==> config.mk <==
export PLATFORM = sky130hd
export DESIGN_NAME = wb_bus_arbiter
export DESIGN_NICKNAME = d
export VERILOG_FILES = /design/src/rtl/wb_bus_arbiter.sv
export SDC_FILE = /design/constraint.sdc
export NUM_CORES = 1
export LEC_CHECK = 0
export CORE_MARGIN = 8
export CORE_UTILIZATION = 34
export CTS_CLUSTER_SIZE = 20
export DETAILED_ROUTE_END_ITERATION = 7
export MAX_ROUTING_LAYER = met4
export PLACE_DENSITY = 0.87
export SYNTH_ARGS = -nofsm -noshare
export SYNTH_HDL_FRONTEND = slang
export SYNTH_SLANG_ARGS = --single-unit
export TNS_END_PERCENT = 1
==> constraint.sdc <==
create_clock -name wb_clk_i -period 4.3 [get_ports wb_clk_i]
set_clock_uncertainty 0.05 [all_clocks]
set_input_delay 1.29 -clock wb_clk_i [delete_from_list [all_inputs] [get_ports wb_clk_i]]
set_output_delay 1.29 -clock wb_clk_i [all_outputs]
set_load 0.05 [all_outputs]
==> src/rtl/wb_bus_arbiter.sv <==
// Two-master Wishbone arbiter: round-robin ownership held for a whole cyc,
// with a watchdog that terminates strobes the slave never acknowledges.
module wb_bus_arbiter #(
  parameter int ADR_W   = 5,
  parameter int DAT_W   = 8,
  parameter int TIMEOUT = 15
) (
  input  logic             wb_clk_i,
  input  logic             wb_rst_n_i,
  input  logic             m0_cyc_i,
  input  logic             m0_stb_i,
  input  logic             m0_we_i,
  input  logic [ADR_W-1:0] m0_adr_i,
  input  logic [DAT_W-1:0] m0_dat_i,
  output logic [DAT_W-1:0] m0_dat_o,
  output logic             m0_ack_o,
  output logic             m0_err_o,
  input  logic             m1_cyc_i,
  input  logic             m1_stb_i,
  input  logic             m1_we_i,
  input  logic [ADR_W-1:0] m1_adr_i,
  input  logic [DAT_W-1:0] m1_dat_i,
  output logic [DAT_W-1:0] m1_dat_o,
  output logic             m1_ack_o,
  output logic             m1_err_o,
  output logic             s_cyc_o,
  output logic             s_stb_o,
  output logic             s_we_o,
  output logic [ADR_W-1:0] s_adr_o,
  output logic [DAT_W-1:0] s_dat_o,
  input  logic [DAT_W-1:0] s_dat_i,
  input  logic             s_ack_i,
  output logic             busy_o,
  output logic [1:0]       dbg_state_o
);

  // Handshake: a master owns the bus from grant until it drops cyc; each
  // transfer is stb held until the cycle in which ack (or err) is returned.
  typedef enum logic [1:0] {
    IDLE = 2'd0,
    OWN0 = 2'd1,
    OWN1 = 2'd2
  } state_t;

  localparam logic [7:0] WD_LIMIT = 8'(TIMEOUT - 1);

  state_t           r_state;
  state_t           w_state_nxt;
  logic             r_last;
  logic             w_last_nxt;
  logic [7:0]       r_wd;
  logic [7:0]       w_wd_nxt;

  logic             w_own0;
  logic             w_own1;
  logic             w_own_cyc;
  logic             w_own_stb;
  logic             w_own_we;
  logic [ADR_W-1:0] w_own_adr;
  logic [DAT_W-1:0] w_own_dat;
  logic             w_timeout;

  assign w_own0 = (r_state == OWN0);
  assign w_own1 = (r_state == OWN1);

  always_comb begin
    w_own_cyc = 1'b0;
    w_own_stb = 1'b0;
    w_own_we  = 1'b0;
    w_own_adr = '0;
    w_own_dat = '0;
    if (w_own0) begin
      w_own_cyc = m0_cyc_i;
      w_own_stb = m0_stb_i;
      w_own_we  = m0_we_i;
      w_own_adr = m0_adr_i;
      w_own_dat = m0_dat_i;
    end else if (w_own1) begin
      w_own_cyc = m1_cyc_i;
      w_own_stb = m1_stb_i;
      w_own_we  = m1_we_i;
      w_own_adr = m1_adr_i;
      w_own_dat = m1_dat_i;
    end
  end

  // An ack arriving in the expiry cycle wins over the timeout.
  assign w_timeout = (w_own0 | w_own1) & w_own_stb & ~s_ack_i & (r_wd == WD_LIMIT);

  assign s_cyc_o = w_own_cyc;
  assign s_stb_o = w_own_stb & ~w_timeout;
  assign s_we_o  = w_own_we;
  assign s_adr_o = w_own_adr;
  assign s_dat_o = w_own_dat;

  assign m0_ack_o = w_own0 & s_ack_i;
  assign m1_ack_o = w_own1 & s_ack_i;
  assign m0_err_o = w_own0 & w_timeout;
  assign m1_err_o = w_own1 & w_timeout;
  assign m0_dat_o = s_dat_i;
  assign m1_dat_o = s_dat_i;

  assign busy_o      = (r_state != IDLE);
  assign dbg_state_o = r_state;

  always_comb begin
    w_state_nxt = r_state;
    w_last_nxt  = r_last;
    case (r_state)
      IDLE: begin
        // On contention the master that did not win last time gets the bus.
        if (m0_cyc_i && m1_cyc_i) begin
          if (r_last) begin
            w_state_nxt = OWN0;
            w_last_nxt  = 1'b0;
          end else begin
            w_state_nxt = OWN1;
            w_last_nxt  = 1'b1;
          end
        end else if (m0_cyc_i) begin
          w_state_nxt = OWN0;
          w_last_nxt  = 1'b0;
        end else if (m1_cyc_i) begin
          w_state_nxt = OWN1;
          w_last_nxt  = 1'b1;
        end
      end
      OWN0: if (!m0_cyc_i) w_state_nxt = IDLE;
      OWN1: if (!m1_cyc_i) w_state_nxt = IDLE;
      default: w_state_nxt = IDLE;
    endcase
  end

  always_comb begin
    w_wd_nxt = r_wd + 8'd1;
    if (!(w_own0 | w_own1) || s_ack_i || !w_own_stb || w_timeout) begin
      w_wd_nxt = 8'd0;
    end
  end

  always_ff @(posedge wb_clk_i or negedge wb_rst_n_i) begin
    if (!wb_rst_n_i) begin
      r_state <= IDLE;
      r_last  <= 1'b1;
      r_wd    <= 8'd0;
    end else begin
      r_state <= w_state_nxt;
      r_last  <= w_last_nxt;
      r_wd    <= w_wd_nxt;
    end
  end

endmodule

# After elaboration in Yosys (flattened, before gate mapping)
# Cells that the tools add are included.
[classes]
mux = 22
n_eq_ne = 6
bitwise = 11
reduce_logical = 11
n_addsub = 1
[op_table]
columns = ["op", "n"]
rows = [
  ["$mux W8", 3],
  ["$mux W2", 6],
  ["$mux W1", 10],
  ["$mux W5", 2],
  ["$add A8 B1 Y8 const B", 1],
  ["$and A1 B1 Y1", 8],
  ["$eq A8 B4 Y1 const B", 1],
  ["$pmux W2 S3", 1],
  ["$ne A2 B2 Y1 const B", 2],
  ["$ne A4 B4 Y1 const B", 1],
  ["$logic_or A1 B1 Y1", 3],
  ["$reduce_and A3 Y1", 1],
  ["$reduce_bool A3 Y1", 1],
  ["$eq A2 B1 Y1 const B", 1],
  ["$eq A2 B2 Y1 const B", 1],
  ["$logic_not A1 Y1", 2],
  ["$logic_not A2 Y1", 1],
  ["$not A1 Y1", 2],
  ["$reduce_and A2 Y1", 1],
  ["$reduce_bool A2 Y1", 1],
  ["$logic_and A1 B1 Y1", 1],
  ["$or A1 B1 Y1", 1],
]
[totals]
register_bits = 11
in_bits = 43
word_cells = 54
out_inout_bits = 39

# Longest topological paths before layout
# Gate-level depths: netlist (run 1).
[depth]
word_depth = 8
ltp_mapped = 6
mapped_depth_nobuf = 5

# Least setup slack after synthesis (run 1)
# OpenSTA, ideal clock, no wires.
[synth_path]
kind = "in2out"
startpoint = "input m1_stb_i"
endpoint = "output m0_err_o"
required_time_ns = 2.960
cell_stages = 3
setup_slack_ns = 0.195
arrival_ns = 2.765
path_buffers = 0
cell_sequence = "and3b_1 -> o21ai_2 -> nor3b_1"
[synth_via]
elab_chain_len = 6
[synth_lines]
columns = ["element", "line_no", "source"]
rows = [
  ["start, declared", "19", "input logic m1_stb_i,"],
  ["$mux W1", "78", "end else if (w_own1) begin"],
  ["$mux W1", "72", "if (w_own0) begin"],
  ["$and A1 B1 Y1 (3 in a row)", "88", "assign w_timeout = (w_own0 | w_own1) & w_own_stb & ~s_ack_i & (r_wd == WD_LIMIT);"],
  ["$and A1 B1 Y1", "98", "assign m0_err_o = w_own0 & w_timeout;"],
  ["end, declared", "17", "output logic m0_err_o,"],
]
# Every way passes these cells.

# Worst setup path after layout (run 1)
[layout_path]
startpoint = "input m1_stb_i"
endpoint = "output m1_err_o"
[layout_via]
elab_chain_len = 6
[layout_lines]
columns = ["element", "line_no", "source"]
rows = [
  ["$mux W1", "78", ""],
  ["$mux W1", "72", ""],
  ["$and A1 B1 Y1 (3 in a row)", "88", ""],
  ["$and A1 B1 Y1", "99", "assign m1_err_o = w_own1 & w_timeout;"],
  ["end, declared", "25", "output logic m1_err_o,"],
]
# Every way passes these cells.

==> reports/qor.csv, run 1 <==
stage;metric;value;unit
sta;tightest_slew;814;ps
cells_and_area;num-fill-cells;249;
grt;antenna_found_initial;0;
clock_tree;clock_sinks;11;
cells_and_area;layout-drive-gt1-share;21.5;%
power;seq_power_share;14.0;%
drt;drtAntennaViolNets;0;
synthesis;syn_area_per_cell;9.01;µm²
power;p_sw_share;56.8;%
power;power.density_cell_area;682;nW/µm²
floorplanning;coreArea;2710;µm²
synthesis;syn_area;946;µm²
drt;drc;0;
drt;dr.pass1.iters;4;
setup_path;crit_end;m1_err_o;
synthesis;ys_ff_latch;11;
synthesis;synthAdderAreaFrac;6.61;%
worst_hold_path;hold_path_class;reg2reg;
cells_and_area;nets;198;
sta;period_share;92.3;%
power;power.net_switching;567;µW
setup_path;crit_required;2960;ps
power;p_int;431;µW
setup_path;r2r_cells;6;
setup_path;worstPathArrival;2630;ps
place;io_buffers;57;
clock_tree;cts_max_level;1;
sta;fin_setup_tns;0;ps
drt;viasPerCell;5.44;
clock_tree;cts-root-buf;clkbuf_4;
sta;setup_viol;0;
setup_path;startpoint_type;primary input;
drt;num_vias;980;
floorplanning;num_rows;19;
sta;grt_setup_unrepaired;no;
power;p_clk_share;7.1;%
grt;grt_max_degree;15;
sta;worst_slack;333;ps
synthesis;synth_compound_area_share;24.9;%
floorplanning;fp.dieArea;4730;µm²
sta;hold_viol_final;0;
cells_and_area;multi_input_area;498;µm²
synthesis;yosys.area_share.simple;18.4;%
grt;grt_pass1_vias;1021;
clock_tree;cts_resized;0;
clock_tree;clk_pin_slew;70;ps
power;power_frac_comb;78.9;%
synthesis;yosysUniqueCellTypes;31;
drt;wirelength;2.95;mm
grt;grt_pass1_wl;4.49;mm
run_status;status;complete, no violations;
synthesis;synth_xor_area_share;2.78;%
synthesis;yosys_warnings;0;
floorplanning;ios;82;
synthesis;seq_area_frac_synth;29.2;%
grt;grt-ovfl-total;0;
cells_and_area;final_cell_mix;clkdlybuf4s50_1 (37), buf_4 (19), a22o_1 (16), dfrtp_1 (10), inv_1 (8);
floorplanning;start_util;34.9;%
place;place_congestion;0.768;
power;p_leak;0.634;nW
clock_tree;clkLatencyLatePin;270;ps
clock_tree;hold_buffers;0;
clock_tree;cts.path.max_buffers;2;
setup_path;ff2ff_setup_slack;2520;ps
synthesis;synth_top_family_by_area;compound AO/OA/AOI/OAI gates;
cells_and_area;area_growth;54.8;%
setup_path;path_class;in2out;
grt;track_usage;13.1;%
cells_and_area;layout_commonest_cell;clkdlybuf4s50_1;
sta;post-route-min-period;3970;ps
sta;max_freq;252;MHz
setup_path;crit_fanout;7;
clock_tree;post_cts_buffers;0;
synthesis;synthCells;105;
setup_path;startpoint;m1_stb_i;
floorplanning;die_w;68.7;µm
setup_path;r2r-start;dbg_state_o[1];
floorplanning;die_y;68.7;µm
clock_tree;cts_tree;yes;
power;vdd_ir_drop_max;0.000474;V
synthesis;synth_mux_area_share;0;%
sta;drv_slew;0;
place;hpwl;2.57;mm
synthesis;syn_nets;153;
drt;post_drt_wl_per_cell;16.4;µm
cells_and_area;n_antenna_cell;0;
clock_tree;cts_buffers;3;
drt;initialDrtViolationCount;10;
sta;relSlewSlack;45.5;%
setup_path;end_kind;output port;
run;drv_cap;0;
cells_and_area;ff_latch_area;277;µm²
place;dp_slack;312;ps
setup_path;rr_endpoint;r_wd[3];
per-layer routing:
layer	GRT usage, %	wire length (µm)
met5	-	0
met4	1.75	19
met3	5.82	258
met2	22.3	1520
met1	14.1	1150
stage by stage:
step           power (mW)  cell area (µm²)  hold WS (ps)  instances  utilization, %
6_report            0.998             1460           494        180            54.0
2_1_floorplan       0.701              946           448        105               -
5_1_grt              1.05             1460           513        180            54.0
4_1_cts              1.01             1460           500        180            54.0
3_5_place_dp        0.936             1440           482        176            53.0
3_3_place_gp        0.927             1440           475        176            53.0
worst min path at each step:
stage	start	end	slack [ps]	depth (start not counted)
finish	r_wd[0]	r_wd[0]	490	1
global route	r_last	r_last	510	2
CTS	r_wd[0]	r_wd[0]	500	1
detailed placement	r_last	r_last	480	2
global placement	r_wd[0]	r_wd[0]	470	1
floorplan	r_wd[0]	r_wd[0]	450	1
flip-flops by register name, indices dropped and copies added (netlist names):
signal	flops
r_wd	8
dbg_state_o	2
r_last	1
layout make-up:
type                            instances  area share [%]
Clock buffer                            3            1.54
Clock inverter                          1           0.342
Inverter                                8            2.05
Multi-Input combinational cell         66            34.0
Sequential cell                        11            18.9
Tap cell                               31            2.65
Timing Repair Buffer                   60            40.5
synth_stat cells:
master	n	area, µm²
a211oi_1	2	15.0
a211oi_2	1	12.5
a21oi_1	1	5.00
a22o_1	16	140
a2bb2oi_1	1	8.76
a31oi_1	1	6.26
and2_1	3	18.8
and3_1	2	12.5
and3b_1	1	8.76
buf_2	2	10.0
buf_4	17	128
clkbuf_1	1	3.75
dfrtp_1	10	250
dfstp_2	1	26.3
ha_1	5	62.6
inv_1	8	30.0
nand2_1	3	11.3
nand3_1	4	20.0
nand4_2	1	12.5
nand4b_1	1	8.76
nor2_1	1	3.75
nor2b_1	1	6.26
nor3_1	5	25.0
nor3b_1	2	15.0
nor4_2	1	12.5
o21ai_0	6	30.0
o21ai_2	1	8.76
o311ai_0	1	8.76
or3_1	3	18.8
xnor2_1	1	8.76
xor2_1	2	17.5
kinds of logic after synthesis:
logic type	count (synthesis)
fa+ha+maj	5
compound gates	30
buf+inv	28
simple gates	28
flops	11
xor+xnor	3
worst max-delay path, stage by stage:
cell             delay [ps]
clkdlybuf4s50_1         460
and3b_1                 200
o21ai_2                 130
nor3b_1                 360
buf_12                  190
power groups by stage:
stage          registers (mW)  clock network (mW)  logic [mW]
6_report                0.140              0.0711       0.787
3_5_place_dp            0.142                   0       0.794
5_1_grt                 0.142              0.0764       0.832
4_1_cts                 0.140              0.0728       0.797
2_1_floorplan           0.170                   0       0.531
3_3_place_gp            0.141                   0       0.786
Power figures use the tool's default switching activity.
==> inputs of run 2 (changes only) <==
--- a/constraint.sdc
+++ b/constraint.sdc
@@ -4,2 +4,2 @@
 set_output_delay 1.29 -clock wb_clk_i [all_outputs]
-set_load 0.05 [all_outputs]
+set_load 0.02 [all_outputs]
==> run 2 against run 1 <==
  * Sequential share of layout area down 0.096 points
  * Flip-flop and latch count unchanged
  * Total power down 21%
  * Clock power up 5.1%
  * First-iteration DRC count rose to 2.8 times the previous value
  * Utilization up 0.28 points
  * Final area up 0.51%
  * Largest power group unchanged
  * Sequential power about the same
  * Wire length up 3.7%
  * Via count down 1.8%
  * Non-clock buffer count up 1
==> reports/qor.csv, run 2 (synthesized netlist as in run 1, its figures left out) <==
stage;metric;value;unit
power;vdd_ir_drop_max;0.000321;V
drt;wl_met2;1.57;mm
power;power.density_cell_area;537;nW/µm²
floorplanning;fp.dieArea;4730;µm²
sta;grt_setup_unrepaired;no;
cells_and_area;num-fill-cells;267;
drt;viasPerCell;5.31;
drt;drc;0;
clock_tree;cts_buffers;3;
cells_and_area;layout_commonest_cell;clkdlybuf4s50_1;
grt;grt_max_degree;20;
clock_tree;clkLatencyLatePin;280;ps
sta;drv_slew;0;
power;p_leak;0.612;nW
sta;hold_viol_final;0;
floorplanning;die_w;68.7;µm
setup_path;max_stage_delay;620;ps
setup_path;crit_required;2960;ps
clock_tree;cts_tree;yes;
grt;track_usage;14.3;%
floorplanning;ios;82;
drt;initialDrtViolationCount;28;
floorplanning;coreArea;2710;µm²
floorplanning;die_y;68.7;µm
grt;grt_pass1_wl;4.91;mm
grt;grt-ovfl-total;0;
drt;dr_wl_met3;267;µm
floorplanning;num_rows;19;
power;power.total;791;µW
cells_and_area;area_growth;55.6;%
place;io_buffers;57;
cells_and_area;postLayoutCoreUtil;54.3;%
drt;wirelength;3.06;mm
sta;setup_viol;0;
setup_path;path_cells;clkdlybuf4s50_1, and3b_1, a2bb2oi_1, clkdlybuf4s50_1;
setup_path;r2r-start;dbg_state_o[0];
clock_tree;clock_sinks;11;
cells_and_area;n_antenna_cell;0;
grt;grt_pass1_vias;1111;
setup_path;crit_top_cell;clkdlybuf4s50_1;
setup_path;startpoint;m1_stb_i;
cells_and_area;largest-register;r_wd;
drt;post_drt_wl_per_cell;16.9;µm
clock_tree;cts.path.max_buffers;2;
setup_path;worstPathArrival;2700;ps
drt;highest_layer;met4;
place;place_congestion;0.831;
setup_path;critPathSlowestCell;clkdlybuf4s50_1;
cells_and_area;final_cell_mix;clkdlybuf4s50_1 (55), a22o_1 (16), dfrtp_1 (10), inv_1 (8), o21ai_0 (6);
setup_path;path_class;in2out;
setup_path;crit_fanout;2;
clock_tree;clk_pin_slew;70;ps
cells_and_area;nets;199;
setup_path;rr_endpoint;r_wd[6];
setup_path;r2r_cells;6;
sta;max_freq;247;MHz
drt;drtAntennaViolNets;0;
sta;period_share;94.0;%
setup_path;startpoint_type;primary input;
setup_path;end_kind;output port;
setup_path;ff2ff_setup_slack;2680;ps
run_status;status;complete, no violations;
clock_tree;cts-root-buf;clkbuf_4;
run;drv_cap;0;
grt;antenna_found_initial;0;
drt;wl_met1;1.17;mm
sta;relSlewSlack;46.3;%
sta;tightest_slew;802;ps
place;hpwl;2.63;mm
cells_and_area;largest_reg_flops;8;
sta;post-route-min-period;4040;ps
drt;dr.pass1.iters;4;
drt;num_vias;962;
setup_path;crit_end;s_stb_o;
cells_and_area;layout-drive-gt1-share;8.00;%
floorplanning;start_util;34.9;%
worst_hold_path;hold_path_class;reg2reg;
clock_tree;cts_max_level;1;
[run 2: what timing repair did]
action | 4_1_cts | 5_1_grt
hold endpoints to repair | 0 | 0
hold buffers | 0 | 0
gates resized for setup | 1 | 1
endpoints found under the setup margin | 1 | 1
setup buffers | 0 | 0
[run 2: through the flow]
step | instance area, µm² | hold slack [ps] | cells | setup TNS (ps) | setup slack, ps
2_1_floorplan | 946 | 448 | 105 | 0 | 828
3_3_place_gp | 1440 | 473 | 177 | 0 | 42.3
3_5_place_dp | 1440 | 491 | 177 | -8.85 | -8.85
4_1_cts | 1470 | 500 | 181 | 0 | 28.6
5_1_grt | 1470 | 539 | 181 | 0 | 77.6
6_report | 1470 | 494 | 181 | 0 | 258
[run 2: power breakdown]
group | total [mW] | switching [mW] | leakage, nW | internal [mW]
clock network | 0.0747 | 0.0387 | 0.0150 | 0.0360
registers | 0.142 | 0.0190 | 0.148 | 0.123
logic | 0.574 | 0.293 | 0.448 | 0.281
total | 0.791 | 0.351 | 0.612 | 0.439
[run 2: layer usage]
layer	up-vias	GRT usage [%]
met1	447	14.6
met4	0	7.02
met2	53	24.4
met3	5	4.52
met5	-	-
li1	457	-
[run 2: worst min-delay path by stage]
stage,startpoint,to,slack [ps],cells after the start
floorplan,r_wd[0],r_wd[0],450,1
global placement,r_last,r_last,470,2
detailed placement,r_wd[0],r_wd[0],490,1
CTS,r_wd[0],r_wd[0],500,1
global route,r_wd[0],r_wd[0],540,1
finish,r_wd[0],r_wd[0],490,1
[run 2: worst max-delay path: cells and delay by family]
| kind | cells | cell delay, ps |
|---|---|---|
| AOI/OAI and AO/OA | 1 | 160 |
| and+or+nand+nor | 1 | 190 |
| buffers and inverters | 2 | 1070 |
[run 2: final cells by class]
class / instances / area (µm²) / area share, %
flip-flops and latches: 11 / 277 / 18.8
well taps: 31 / 38.8 / 2.64
clock buffers: 4 / 26.3 / 1.79
repair buffers: 61 / 602 / 40.9
inverters: 8 / 30.0 / 2.04
multi-input cells: 66 / 498 / 33.8
==> inputs of run 3 (changes only) <==
- CTS_CLUSTER_SIZE: 20 -> 28
- SLEW_MARGIN: unset -> 30
==> results of run 3 <==
The final DEF is identical to that of run 2; final timing and power are the same.
